`config.mk`:
```
export PLATFORM = sky130hd
export DESIGN_NAME = clk_div_bank_flat
export DESIGN_NICKNAME = d
export VERILOG_FILES = /design/src/rtl/clk_div_bank_if.sv /design/src/rtl/clk_div_bank.sv /design/src/flat_wrapper.sv
export SDC_FILE = /design/constraint.sdc
export NUM_CORES = 1
export LEC_CHECK = 0
export ABC_CLOCK_PERIOD_IN_PS = 7600
export CAP_MARGIN = 0
export CELL_PAD_IN_SITES_DETAIL_PLACEMENT = 0
export CELL_PAD_IN_SITES_GLOBAL_PLACEMENT = 2
export CORE_MARGIN = 2
export CORE_UTILIZATION = 41
export DETAILED_ROUTE_END_ITERATION = 10
export HOLD_SLACK_MARGIN = 0.06
export PLACE_DENSITY_LB_ADDON = 0.12
export SLEW_MARGIN = 5
export SYNTH_ARGS = -nofsm -noshare
export SYNTH_HDL_FRONTEND = slang
export SYNTH_SLANG_ARGS = --single-unit
```
`constraint.sdc`:
```
create_clock -name clk_in1 -period 7.6 [get_ports clk_in1]
set_clock_uncertainty 0.05 [all_clocks]
set_input_delay 1.52 -clock clk_in1 [delete_from_list [all_inputs] [get_ports clk_in1]]
set_output_delay 1.52 -clock clk_in1 [all_outputs]
set_load 0.005 [all_outputs]
```
`src/rtl/clk_div_bank_if.sv`:
```
// Control/status bundle for clk_div_bank: per-channel run requests, divisor
// writes, and the registered divided-clock outputs.
interface clk_div_bank_if #(
  parameter int unsigned N_CH  = 4,
  parameter int unsigned DIV_W = 25,
  parameter int unsigned CH_W  = (N_CH > 1) ? $clog2(N_CH) : 1
);
  logic [N_CH-1:0]  en;
  logic             sync;
  logic             wr_en;
  logic [CH_W-1:0]  wr_ch;
  logic [DIV_W-1:0] wr_div;
  logic [N_CH-1:0]  clk_out;
  logic [N_CH-1:0]  tick;
  logic [N_CH-1:0]  active;

  modport master (
    output en, sync, wr_en, wr_ch, wr_div,
    input  clk_out, tick, active
  );

  modport slave (
    input  en, sync, wr_en, wr_ch, wr_div,
    output clk_out, tick, active
  );
endinterface

```
`src/rtl/clk_div_bank.sv`:
```
// Multi-channel programmable clock divider. Each channel runs a glitch-free
// divided clock whose divisor, enable and sync only take effect at period starts.
module clk_div_bank #(
  parameter int unsigned N_CH    = 4,
  parameter int unsigned DIV_W   = 25,
  parameter int unsigned DIV_RST = 10000
) (
  input  logic           clk_in1,
  input  logic           rst,
  clk_div_bank_if.slave  bus
);

  typedef enum logic {ST_IDLE = 1'b0, ST_RUN = 1'b1} state_e;

  localparam logic [DIV_W-1:0] DIV_INIT = DIV_W'(DIV_RST);
  localparam logic [DIV_W-1:0] DIV_MIN  = DIV_W'(2);
  localparam logic [DIV_W-1:0] ONE      = DIV_W'(1);

  state_e           state_q [N_CH];
  state_e           state_d [N_CH];
  logic [DIV_W-1:0] shadow_q [N_CH];
  logic [DIV_W-1:0] div_q    [N_CH];
  logic [DIV_W-1:0] div_d    [N_CH];
  logic [DIV_W-1:0] cnt_q    [N_CH];
  logic [DIV_W-1:0] cnt_d    [N_CH];
  logic [N_CH-1:0]  clk_out_q, clk_out_d;
  logic [N_CH-1:0]  tick_q, tick_d;
  logic [N_CH-1:0]  boundary_c, start_c;
  logic [DIV_W-1:0] wr_div_clamped_c;

  assign wr_div_clamped_c = (bus.wr_div < DIV_MIN) ? DIV_MIN : bus.wr_div;

  // Divisor staging; out-of-range channel selects match no entry.
  always_ff @(posedge clk_in1 or negedge rst) begin
    if (!rst) begin
      for (int i = 0; i < N_CH; i++) shadow_q[i] <= DIV_INIT;
    end else begin
      for (int i = 0; i < N_CH; i++) begin
        if (bus.wr_en && (32'(bus.wr_ch) == i)) shadow_q[i] <= wr_div_clamped_c;
      end
    end
  end

  always_ff @(posedge clk_in1 or negedge rst) begin
    if (!rst) begin
      for (int i = 0; i < N_CH; i++) begin
        state_q[i] <= ST_IDLE;
        div_q[i]   <= DIV_INIT;
        cnt_q[i]   <= '0;
      end
      clk_out_q <= '0;
      tick_q    <= '0;
    end else begin
      for (int i = 0; i < N_CH; i++) begin
        state_q[i] <= state_d[i];
        div_q[i]   <= div_d[i];
        cnt_q[i]   <= cnt_d[i];
      end
      clk_out_q <= clk_out_d;
      tick_q    <= tick_d;
    end
  end

  // Start action covers enable from idle, boundary with en held, and sync.
  always_comb begin
    for (int i = 0; i < N_CH; i++) begin
      state_d[i]    = state_q[i];
      div_d[i]      = div_q[i];
      cnt_d[i]      = cnt_q[i];
      clk_out_d[i]  = clk_out_q[i];
      tick_d[i]     = 1'b0;
      boundary_c[i] = (state_q[i] == ST_RUN) && (cnt_q[i] == (div_q[i] - ONE));
      start_c[i]    = bus.en[i] && (bus.sync || (state_q[i] == ST_IDLE) || boundary_c[i]);

      if (start_c[i]) begin
        state_d[i]   = ST_RUN;
        div_d[i]     = shadow_q[i];
        cnt_d[i]     = '0;
        clk_out_d[i] = 1'b1;
        tick_d[i]    = 1'b1;
      end else begin
        case (state_q[i])
          ST_IDLE: begin
            cnt_d[i]     = '0;
            clk_out_d[i] = 1'b0;
          end
          ST_RUN: begin
            if (boundary_c[i]) begin
              state_d[i]   = ST_IDLE;
              cnt_d[i]     = '0;
              clk_out_d[i] = 1'b0;
            end else begin
              cnt_d[i]     = cnt_q[i] + ONE;
              clk_out_d[i] = (cnt_q[i] + ONE) < (div_q[i] >> 1);
            end
          end
          default: begin
            state_d[i]   = ST_IDLE;
            cnt_d[i]     = '0;
            clk_out_d[i] = 1'b0;
          end
        endcase
      end
    end
  end

  assign bus.clk_out = clk_out_q;
  assign bus.tick    = tick_q;

  for (genvar g = 0; g < N_CH; g++) begin : g_active
    assign bus.active[g] = (state_q[g] == ST_RUN);
  end

endmodule

```
`src/flat_wrapper.sv`:
```
// flat-port wrapper written by rule: the top's interface ports become plain ports
module clk_div_bank_flat 
#(
  parameter int unsigned N_CH    = 4,
  parameter int unsigned DIV_W   = 25,
  parameter int unsigned DIV_RST = 10000
)
  (clk_in1, rst, bus_en, bus_sync, bus_wr_en, bus_wr_ch, bus_wr_div, bus_clk_out, bus_tick, bus_active);
  clk_div_bank_if #(.N_CH(N_CH), .DIV_W(DIV_W)) bus_i ();
  input  logic clk_in1;
  input  logic rst;
  input wire logic [$bits(bus_i.en)-1:0] bus_en;
  input wire logic [$bits(bus_i.sync)-1:0] bus_sync;
  input wire logic [$bits(bus_i.wr_en)-1:0] bus_wr_en;
  input wire logic [$bits(bus_i.wr_ch)-1:0] bus_wr_ch;
  input wire logic [$bits(bus_i.wr_div)-1:0] bus_wr_div;
  output wire logic [$bits(bus_i.clk_out)-1:0] bus_clk_out;
  output wire logic [$bits(bus_i.tick)-1:0] bus_tick;
  output wire logic [$bits(bus_i.active)-1:0] bus_active;
  assign bus_i.en = bus_en;
  assign bus_i.sync = bus_sync;
  assign bus_i.wr_en = bus_wr_en;
  assign bus_i.wr_ch = bus_wr_ch;
  assign bus_i.wr_div = bus_wr_div;
  assign bus_clk_out = bus_i.clk_out;
  assign bus_tick = bus_i.tick;
  assign bus_active = bus_i.active;
  clk_div_bank #(.N_CH(N_CH), .DIV_W(DIV_W), .DIV_RST(DIV_RST)) u_core (.clk_in1(clk_in1), .rst(rst), .bus(bus_i));
endmodule
```
* Word level (Yosys, flattened, before mapping) *
Index checks and enable logic that the tools add are counted.
Widths: inputs -> output; s select.

operators by class
  reductions and logical operators = 21
  equality and inequality tests = 7
  add/subtract/negate cells = 8
  bitwise logic cells = 4
  muxes and demuxes = 41
  $lt $le $gt $ge = 5

operators by type and width
  operator               number
  $mux 25                9
  $pmux 25 s2            4
  $add 25x1->25 const B  4
  $eq 25x25->1           4
  $lt 25x24->1           4
  $sub 25x1->25 const B  4
  $lt 25x2->1 const B    1
  $mux 1                 24
  $logic_and 1x1->1      12
  $logic_or 1x1->1       8
  $pmux 1 s2             4
  $eq 2x2->1 const B     2
  $not 1->1              4
  $eq 2x1->1 const B     1
  $logic_not 2->1        1

word-level totals
  output and inout bits = 12
  register bits after elaboration = 312
  bits of input ports = 35

* Logic depth before layout (Yosys ltp) *
Gate-level depths: netlist (run 1).

  depth in word-level cells = 6
  depth in mapped cells = 18

* Least setup slack after synthesis (run 1) *
Ideal clock, no wire load.

  path type = register to register
  start = register u_core.div_q[50] in the netlist's numbering
  end = register u_core.div_q[50] in the netlist's numbering
  data required time = 7.425 ns
  period minus slack after synthesis = 3.695 ns
  library setup time = 0.125 ns
  path slack = 3.905 ns
  arrival time = 3.520 ns
  stages on the path, launching flop included = 13
  path through = dfrtp_1 > clkbuf_1 > inv_1 > ha_1 > nor4b_2 > xnor2_1 > or4_1 > o21a_1 > or4_1 > or4_4 > a31oi_4 > buf_6 > mux2_2

on the way
  word-level cells in the longest chain between the ends = 5

RTL lines
  what                               line                text
  from (decl)                        clk_div_bank.sv:22  logic [DIV_W-1:0] div_q [N_CH];
  from (signal, indexed assignment)  clk_div_bank.sv:56  div_q[i] <= div_d[i];
  $sub 25x1->25                      clk_div_bank.sv:72  boundary_c[i] = (state_q[i] == ST_RUN) && (cnt_q[i] == (div_q[i] - ONE));
  $eq 25x25->1                       clk_div_bank.sv:72
  $logic_and 1x1->1                  clk_div_bank.sv:72
  $logic_or 1x1->1                   clk_div_bank.sv:73  start_c[i] = bus.en[i] && (bus.sync || (state_q[i] == ST_IDLE) || boundary_c[i]);
  $logic_and 1x1->1                  clk_div_bank.sv:73

No other way between the ends.
A chain may end at the register's enable or synchronous reset.

* Worst setup path in the final report (run 1) *
  start = register u_core.div_q[50] in the netlist's numbering
  end = register u_core.div_q[72] in the netlist's numbering

Same word-level chain as after synthesis.

==> results of run 1 <==
[through the flow]
step | util | setup WS (ns) | hold WS [ns]
2_1_floorplan | - | 3.905 | 0.3928
3_3_place_gp | 0.4352 | 2.942 | 0.4124
3_5_place_dp | 0.4352 | 2.912 | 0.4145
4_1_cts | 0.4622 | 3.115 | 0.4285
5_1_grt | 0.4623 | 2.803 | 0.4574
6_report | 0.4623 | 3.181 | 0.4246
[power by group through the flow]
stage | sequential [mW] | combinational, mW | clock [mW]
floorplan | 2.18 | 1.05 | 0
global placement | 2.37 | 1.25 | 0
detailed placement | 2.38 | 1.27 | 0
CTS | 2.35 | 1.28 | 1.88
global route | 2.41 | 1.43 | 1.95
finish | 2.36 | 1.27 | 1.82
[metal layers]
metal,global-route usage,share of wire,up-vias
met5,0,0,-
met4,0.06622,0.027,0
met3,0.02254,0.028,73
met2,0.3242,0.44,198
met1,0.3100,0.50,6859
li1,-,-,6853
[registers in the layout, indices dropped and copies added (netlist names)]
name	count
u_core.bus.tick	4
u_core.bus.clk_out	4
u_core.shadow_q	100
u_core.cnt_q	100
u_core.div_q	100
u_core.bus.active	4
[cell usage in the layout, fill, tap and decap left out, types with 43 or more instances in the layout]
cell type	instances
xnor2_1	121
mux2_2	143
inv_1	120
clkdlybuf4s50_1	45
dfrtp_1	272
xor2_1	92
nor2b_1	83
ha_1	100
nand3_1	68
nand2_1	112
nor3_1	46
nor2_1	85
o21ai_0	50
nand4_1	43
[synthesized netlist by cell type, types with 14 or more instances]
cell type	n
or4_1	17
mux2_4	18
nor2b_1	83
a21o_1	29
nor3_1	46
a21oi_1	40
o221ai_1	28
or3_1	14
and3_1	32
nand4_1	43
dfstp_2	40
mux2_2	143
dfrtp_1	272
nand3_1	69
xnor2_1	121
inv_1	120
and4_1	14
nor2_1	85
ha_1	100
nand2_1	112
nor4_1	32
xor2_1	92
nand2b_1	19
o21ai_0	50
nor3b_1	30
clkbuf_1	67
[final cells by class]
type	count	share of cell area
clock buffer	49	0.04999
clock inverter	20	0.008390
inverter	121	0.02115
multi-input combinational	1390	0.4924
sequential	312	0.3659
tap	607	0.03536
timing repair buffer	59	0.02680
[worst paths after layout]
path	startpoint	end	slack, ns	cells past startpoint
hold / removal	u_core.shadow_q[0]	u_core.shadow_q[0]	0.42	2
setup / recovery	u_core.div_q[50]	u_core.div_q[72]	3.18	10
max in group asynchronous	rst	u_core.cnt_q[94]	4.86	2
min in group asynchronous	rst	u_core.cnt_q[4]	1.06	1
setup reg to reg	u_core.div_q[50]	u_core.div_q[72]	3.18	10
hold reg to reg	u_core.shadow_q[0]	u_core.shadow_q[0]	0.42	2
[worst max-delay path: stages, from the launching register on]
cell     delay (ns)
dfrtp_1        0.46
inv_1          0.09
ha_1           0.27
nor4b_2        0.56
nand4_1        0.29
or3_1          0.41
o31ai_1        0.28
o21ai_0        0.13
or4_4          0.57
a31oi_4        0.78
mux2_2         0.42
[kinds of logic after synthesis]
family	count (synthesis)	share of synthesized area
compound gates	266	0.09841
simple gates	637	0.1837
xor+xnor	213	0.09698
flops	312	0.4085
mux	174	0.1049
fa+ha+maj	100	0.06504
buf+inv	203	0.04247
==> results_dict.tcl, run 1 <==
set metrics [dict create \
    status "finished clean" \
    viasPerCell 5.466 \
    cts_buffers 38 \
    portBuffers 46 \
    synth_seq_area_share 0.4085 \
    p_int_mw 3.666 \
    async_reset_ff_frac 1.000 \
    drtIter0Drc 884 \
    fin_nets 2057 \
    hold_viol 0 \
    die-area_sq_um 48670 \
    critPathMaxFanout 27 \
    period_share 0.5815 \
    ant_nets 0 \
    postLayoutCellArea_sq_um 21480 \
    regArea_sq_um 7858 \
    combinationalPowerShare 0.233 \
    instances_no_fill 2558 \
    path_class "reg2reg" \
    core_area_sq_um 46460 \
    cap_viol_max_count 0 \
    critPathArrivalTime_ns 4.81 \
    place_area_sq_um 20220 \
    num_rows 79 \
    setup_tns_ns 0 \
    final-setup-viol-count 0 \
    rsz0062_at_grt "no" \
    grtUsageTotal 0.2105 \
    place_inst 2489 \
    n_fill_cell 4442 \
    synthTopCellsByArea "dfrtp_1 (35%), mux2_2 (8.4%), ha_1 (6.5%), xnor2_1 (5.5%), dfstp_2 (5.5%)" \
    drc 0 \
    grt.overflow.total 0 \
    syn_nets 2040 \
    max-slew-margin-rel 0.2396 \
    synth_edf_count 0 \
    syn_to_final_growth_pct 11.64 \
    syn_inst 1905 \
    vdd.ir_drop.worst_v 0.0001683 \
    cts-root-buf "clkbuf_16" \
    synth_warnings 0 \
    drv_slew 0 \
    cts_tree "yes" \
    multi_input_area_sq_um 10580 \
    start_util 0.4141 \
    synthDistinctLibCells 81 \
    fin_crit_ns 4.419 \
    routed_wl_um 49790 \
    p_leak_nw 9.434 \
    htreeDepth 2 \
    dieWidth_um 220.6 \
    ys_seq_elements 312 \
    vias 13983 \
    antenna_found_initial 0 \
    power_mw 5.447 \
    grt_start_max_net_pins 182 \
    critPathRequiredTime_ns 7.99 \
    drtPass1Iterations 5 \
    cts_setup_buffers 0 \
    n_antenna_cell 0 \
    cts.sinks 312 \
    swShare 0.3271 \
    clock_path_buffers 3 \
    cp-start-kind "flip-flop" \
    clock_power_share 0.335 \
    grt_pass1_wl_um 79820 \
    post-dp-hpwl_um 36800 \
    powerDensity_nw_per_um2 253.6 \
    drive_gt1_frac 0.1558 \
    synth_top_area_cell "dfrtp_1" \
    cts_resized 0 \
    pin_count 47 \
    seqPwrFrac 0.433 \
    gp_congestion 0.8772 \
    synth_flop_cell "dfrtp_1" \
    first_global_vias 13890 \
    holdBufCountCts 0 \
    netlist_area_sq_um 19240 \
    max_freq_mhz 226.3 \
    power_switching_mw 1.782 \
    clk_pin_slew_ns 0.06 \
    syn_area_per_cell_sq_um 10.10 \
    crit_path_end_kind "flip-flop" \
    clkLatencyLatePin_ns 0.56 \
    die_y_um 220.6 \
    routedWlPerCell_um 19.47 \
    synthDominantCellAreaShare 0.3538 \
    min_path_type "reg2reg" \
    worst_slew_pin_slew_ns 1.141 \
]
(Power assumes the default switching activity.)
==> inputs of run 2 (changes only) <==
--- a/config.mk
+++ b/config.mk
@@ -5,7 +5,7 @@
 export SDC_FILE = /design/constraint.sdc
 export NUM_CORES = 1
 export LEC_CHECK = 0
-export ABC_CLOCK_PERIOD_IN_PS = 7600
+export ABC_CLOCK_PERIOD_IN_PS = 4100
 export CAP_MARGIN = 0
 export CELL_PAD_IN_SITES_DETAIL_PLACEMENT = 0
 export CELL_PAD_IN_SITES_GLOBAL_PLACEMENT = 2
==> constraint.sdc (replaced) <==
create_clock -name clk_in1 -period 4.1 [get_ports clk_in1]
set_clock_uncertainty 0.05 [all_clocks]
set_input_delay 0.82 -clock clk_in1 [delete_from_list [all_inputs] [get_ports clk_in1]]
set_output_delay 0.82 -clock clk_in1 [all_outputs]
set_load 0.005 [all_outputs]
==> run 2 against run 1 <==
Compared with the run above: combinational power increased by 94%; register-to-register slack got worse by 2.8 ns; via count increased by 1.6%; utilization increased by 1.3 points; worst setup slack got worse by 2.8 ns; die area unchanged; cell count increased by 2.3%; largest cell class unchanged; highest routed layer unchanged; count of clock-buffer cells in the layout increased by 3.
==> results_dict.tcl, run 2 (same netlist as run 1, synthesis figures left out) <==
set metrics [dict create \
    top_regs "u_core.cnt_q (100), u_core.div_q (100), u_core.shadow_q (100)" \
    powerDensity_nw_per_um2 471.8 \
    rsz0062_at_grt "no" \
    drt-met1-wl_um 25280 \
    worst_path_max_delay_cell "or4_4" \
    hold_viol 0 \
    pin_count 47 \
    fin_nets 2114 \
    cts_resized 0 \
    grtUsageTotal 0.2180 \
    syn_to_final_growth_pct 14.84 \
    drtPass1Iterations 5 \
    cts_setup_buffers 0 \
    path_cells "inv_1, ha_1, nor3b_1, and2_1, xnor2_1, a2111oi_2, nand4_1, or4_4, o311a_1, buf_4, mux2_1" \
    status "finished clean" \
    period_share 0.9122 \
    clock_path_buffers 3 \
    crit_path_end_kind "flip-flop" \
    drive_gt1_frac 0.1827 \
    final-setup-viol-count 0 \
    cts.sinks 312 \
    num_rows 79 \
    cp-start-kind "flip-flop" \
    final_cell_mix "dfrtp_1 (269), mux2_2 (143), xnor2_1 (121), inv_1 (120), nand2_1 (112)" \
    drv_slew 0 \
    htreeDepth 2 \
    fin_crit_ns 3.740 \
    grt_start_max_net_pins 78 \
    drtIter0Drc 889 \
    highest_layer "met4" \
    met2WireLength_um 22970 \
    grt.overflow.total 0 \
    worst_slew_pin_slew_ns 0.6925 \
    layout_commonest_cell "dfrtp_1" \
    core_area_sq_um 46460 \
    grt_pass1_wl_um 82970 \
    critPathArrivalTime_ns 4.13 \
    routed-wl-met3_um 1676 \
    post-dp-hpwl_um 38120 \
    cap_viol_max_count 0 \
    start_util 0.4141 \
    clk_pin_slew_ns 0.06 \
    place_area_sq_um 20710 \
    cp_slowest_stage_delay_ns 0.56 \
    setup_tns_ns 0 \
    critPathRequiredTime_ns 4.49 \
    holdBufCountCts 0 \
    portBuffers 46 \
    cts_buffers 38 \
    cts-root-buf "clkbuf_16" \
    vdd.ir_drop.worst_v 0.0003082 \
    dieWidth_um 220.6 \
    gp_congestion 0.8597 \
    postLayoutCellArea_sq_um 22090 \
    min_path_type "in2async" \
    ant_nets 0 \
    path_class "reg2reg" \
    first_global_vias 14466 \
    p_leak_nw 9.774 \
    routed_wl_um 51010 \
    viasPerCell 5.432 \
    critPathMaxFanout 27 \
    vias 14210 \
    die_y_um 220.6 \
    die-area_sq_um 48670 \
    clkLatencyLatePin_ns 0.57 \
    max_freq_mhz 267.4 \
    drc 0 \
    max-slew-margin-rel 0.5383 \
    cts_tree "yes" \
    routedWlPerCell_um 19.50 \
    antenna_found_initial 0 \
    postLayoutCoreUtil 0.4755 \
    power_mw 10.42 \
    n_antenna_cell 0 \
]
[run 2: routing by layer]
metal | vias up | global-route usage
met3 | 58 | 0.02296
met5 | - | 0
li1 | 6954 | -
met4 | 0 | 0.06044
met1 | 7002 | 0.3207
met2 | 196 | 0.3404
[run 2: power by group]
part	internal [mW]	switching (mW)	total, mW	leakage (nW)
Combinational	1.23	1.24	2.46	5.33
Clock	2.18	1.42	3.60	0.653
Sequential	3.65	0.710	4.36	3.79
Total	7.06	3.36	10.4	9.77
[run 2: area by class of cell]
type	count	area, sq um
tap	607	759.5
clock inverter	18	239.0
inverter	121	454.2
sequential	312	7861
fill	4388	24370
multi-input combinational	1390	10600
timing repair buffer	116	1066
clock buffer	52	1115
[run 2: final timing paths]
path	end	startpoint	slack (ns)	depth (start not counted)
min in group clk_in1	u_core.div_q[3]	u_core.shadow_q[3]	0.43	1
max	u_core.div_q[2]	u_core.div_q[0]	0.36	11
max reg2reg	u_core.div_q[2]	u_core.div_q[0]	0.36	11
min	u_core.cnt_q[3]	rst	0.18	1
min reg2reg	u_core.div_q[3]	u_core.shadow_q[3]	0.43	1
max in group asynchronous	u_core.cnt_q[26]	rst	2.86	2
[run 2: worst max-delay path, delay by kind of cell, from the launching register on]
kind	cells	cell delay (ns)
AND/OR/NAND/NOR	4	1.44
buffers and inverters	2	0.36
AO/OA/AOI/OAI	2	0.60
adder cells (fa/ha/maj)	1	0.23
multiplexers	1	0.36
flip-flops	1	0.43
XOR/XNOR	1	0.15
[run 2: through the flow]
| step | std cells | hold slack (ns) | setup slack, ns |
|---|---|---|---|
| finish | 2616 | 0.1791 | 0.3598 |
| global route | 2616 | 0.2165 | 0.01854 |
| CTS | 2616 | 0.1855 | 0.1935 |
| detailed placement | 2546 | 0.4190 | 0.2555 |
| global placement | 2546 | 0.4123 | 0.2564 |
| floorplan | 1905 | 0.3928 | 0.4052 |
==> inputs of run 3 (changes only) <==
--- a/config.mk
+++ b/config.mk
@@ -9,6 +9,7 @@
 export CAP_MARGIN = 0
 export CELL_PAD_IN_SITES_DETAIL_PLACEMENT = 0
 export CELL_PAD_IN_SITES_GLOBAL_PLACEMENT = 2
+export CORE_ASPECT_RATIO = 0.8
 export CORE_MARGIN = 2
 export CORE_UTILIZATION = 41
 export DETAILED_ROUTE_END_ITERATION = 10
==> run 3 against run 2 <==
Compared with the run above: first-iteration DRC count fell by 2.0%; routed wire length rose by 1.3%; combinational power rose by 2%; sequential share of layout area rose by 0.067 points; critical endpoint is now u_core.bus.clk_out[2]; largest cell class unchanged; highest routed layer unchanged; critical path depth rose by 5.
==> results_dict.tcl, run 3 (same netlist as run 1, synthesis figures left out) <==
set metrics [dict create \
    die-area_sq_um 48680 \
    setup_tns_ns 0 \
    start_util 0.4183 \
    core_area_sq_um 45980 \
    postLayoutCoreUtil 0.4795 \
    num_rows 70 \
    cts_buffers 36 \
    vias 14263 \
    max-slew-margin-rel 0.4093 \
    vdd.ir_drop.worst_v 0.0002823 \
    syn_to_final_growth_pct 14.61 \
    max_freq_mhz 265.3 \
    first_global_vias 14337 \
    drc 0 \
    drive_gt1_frac 0.1805 \
    min_path_type "in2async" \
    hold_viol 0 \
    final-setup-viol-count 0 \
    cts-root-buf "clkbuf_16" \
    cap_viol_max_count 0 \
    ff2ff_path_depth 16 \
    grt_start_max_net_pins 104 \
    fin_crit_ns 3.769 \
    viasPerCell 5.448 \
    cp-start-kind "flip-flop" \
    crit_path_end_kind "flip-flop" \
    top_regs "u_core.cnt_q (100), u_core.div_q (100), u_core.shadow_q (100)" \
    critPathRequiredTime_ns 4.50 \
    post-dp-hpwl_um 38810 \
    p_leak_nw 9.741 \
    powerDensity_nw_per_um2 470.3 \
    gp_congestion 0.8353 \
    ant_nets 0 \
    routed_wl_um 51660 \
    die_y_um 197.7 \
    r2r_end "u_core.bus.clk_out[2]" \
    final_cell_mix "dfrtp_1 (270), mux2_2 (143), xnor2_1 (121), inv_1 (120), nand2_1 (112)" \
    clock_path_buffers 3 \
    critPathMaxFanout 4 \
    critPathArrivalTime_ns 4.17 \
    cts.sinks 312 \
    drtIter0Drc 871 \
    r2r_slack_ns 0.33 \
    htreeDepth 2 \
    clk_pin_slew_ns 0.06 \
    cts_setup_buffers 0 \
    period_share 0.9192 \
    drtPass1Iterations 7 \
    drv_slew 0 \
    portBuffers 46 \
    cts_tree "yes" \
    antenna_found_initial 0 \
    r2r-start "u_core.cnt_q[26]" \
    routedWlPerCell_um 19.73 \
    fin_nets 2113 \
    holdBufCountCts 0 \
    worst_slew_pin_slew_ns 0.8861 \
    clkLatencyLatePin_ns 0.55 \
    pin_count 47 \
    n_antenna_cell 0 \
    grtUsageTotal 0.2195 \
    layout_commonest_cell "dfrtp_1" \
    grt_pass1_wl_um 83850 \
    status "finished clean" \
    rsz0062_at_grt "no" \
    path_class "reg2reg" \
    dieWidth_um 246.2 \
    grt.overflow.total 0 \
]
[run 3: cell types whose count changed in the layout (fill, tap and decap cells not counted), sizes merged]
cell / change
clkbuf: -3
buf: +1
clkinv: +1
bufinv: +1
inv: -4
clkinvlp: +1
[run 3: repair_timing]
action,CTS,global route
setup endpoints to repair,0,20
resized for setup,0,7
hold endpoints to repair,0,0
[run 3: power breakdown]
part           total [mW]  internal, mW  switching, mW
Sequential           4.35          3.65          0.705
Clock                3.50          2.13           1.37
Combinational        2.52          1.24           1.27
[run 3: through the flow]
step	setup WS, ns	power, mW	cell area, sq um	cells	hold slack, ns
6_report	0.3312	10.37	22050	2618	0.2007
4_1_cts	0.1025	10.48	22020	2618	0.2998
3_3_place_gp	0.2324	6.853	20720	2552	0.4130
5_1_grt	0.0005418	11.03	22050	2618	0.2764
2_1_floorplan	0.4052	5.993	19240	1905	0.3928
3_5_place_dp	0.1419	6.894	20720	2552	0.4223
[run 3: how the worst max path moves through the flow]
stage	start	end	slack [ns]	cells after the start
floorplan	u_core.div_q[50]	u_core.div_q[50]	0.41	12
global placement	u_core.div_q[50]	u_core.div_q[50]	0.23	11
detailed placement	u_core.div_q[50]	u_core.div_q[66]	0.14	11
CTS	u_core.div_q[50]	u_core.div_q[72]	0.10	11
global route	u_core.cnt_q[26]	u_core.bus.clk_out[2]	0.0005	16
finish	u_core.cnt_q[26]	u_core.bus.clk_out[2]	0.33	16
[run 3: cell type report]
cell class	count	area [sq um]
Clock buffer	49	1052
Clock inverter	17	244.0
Timing Repair Buffer	117	1074
Sequential cell	312	7860
Inverter	121	454.2
Multi-Input combinational cell	1390	10600
Tap cell	612	765.7
Fill cell	4287	23940
[run 3: layer usage]
metal  global-route usage  vias up  share of wire
met5                    0        -              0
met4              0.05971        0          0.022
met3              0.02643       71          0.035
met2               0.3050      225           0.40
met1               0.3517     6997           0.54
li1                     -     6970              -
[run 3: worst max-delay path: stages, from the launching register on]
cell,delay [ns]
dfrtp_1,0.44
ha_1,0.26
nand2_1,0.12
nor4_2,0.27
buf_4,0.18
nand2_1,0.10
nor2_1,0.13
xor2_1,0.25
ha_1,0.29
a21oi_1,0.13
nor2b_1,0.06
o21ai_0,0.16
nand2b_1,0.08
a2111oi_1,0.39
nor2_1,0.07
or4_1,0.53
o21ai_0,0.17
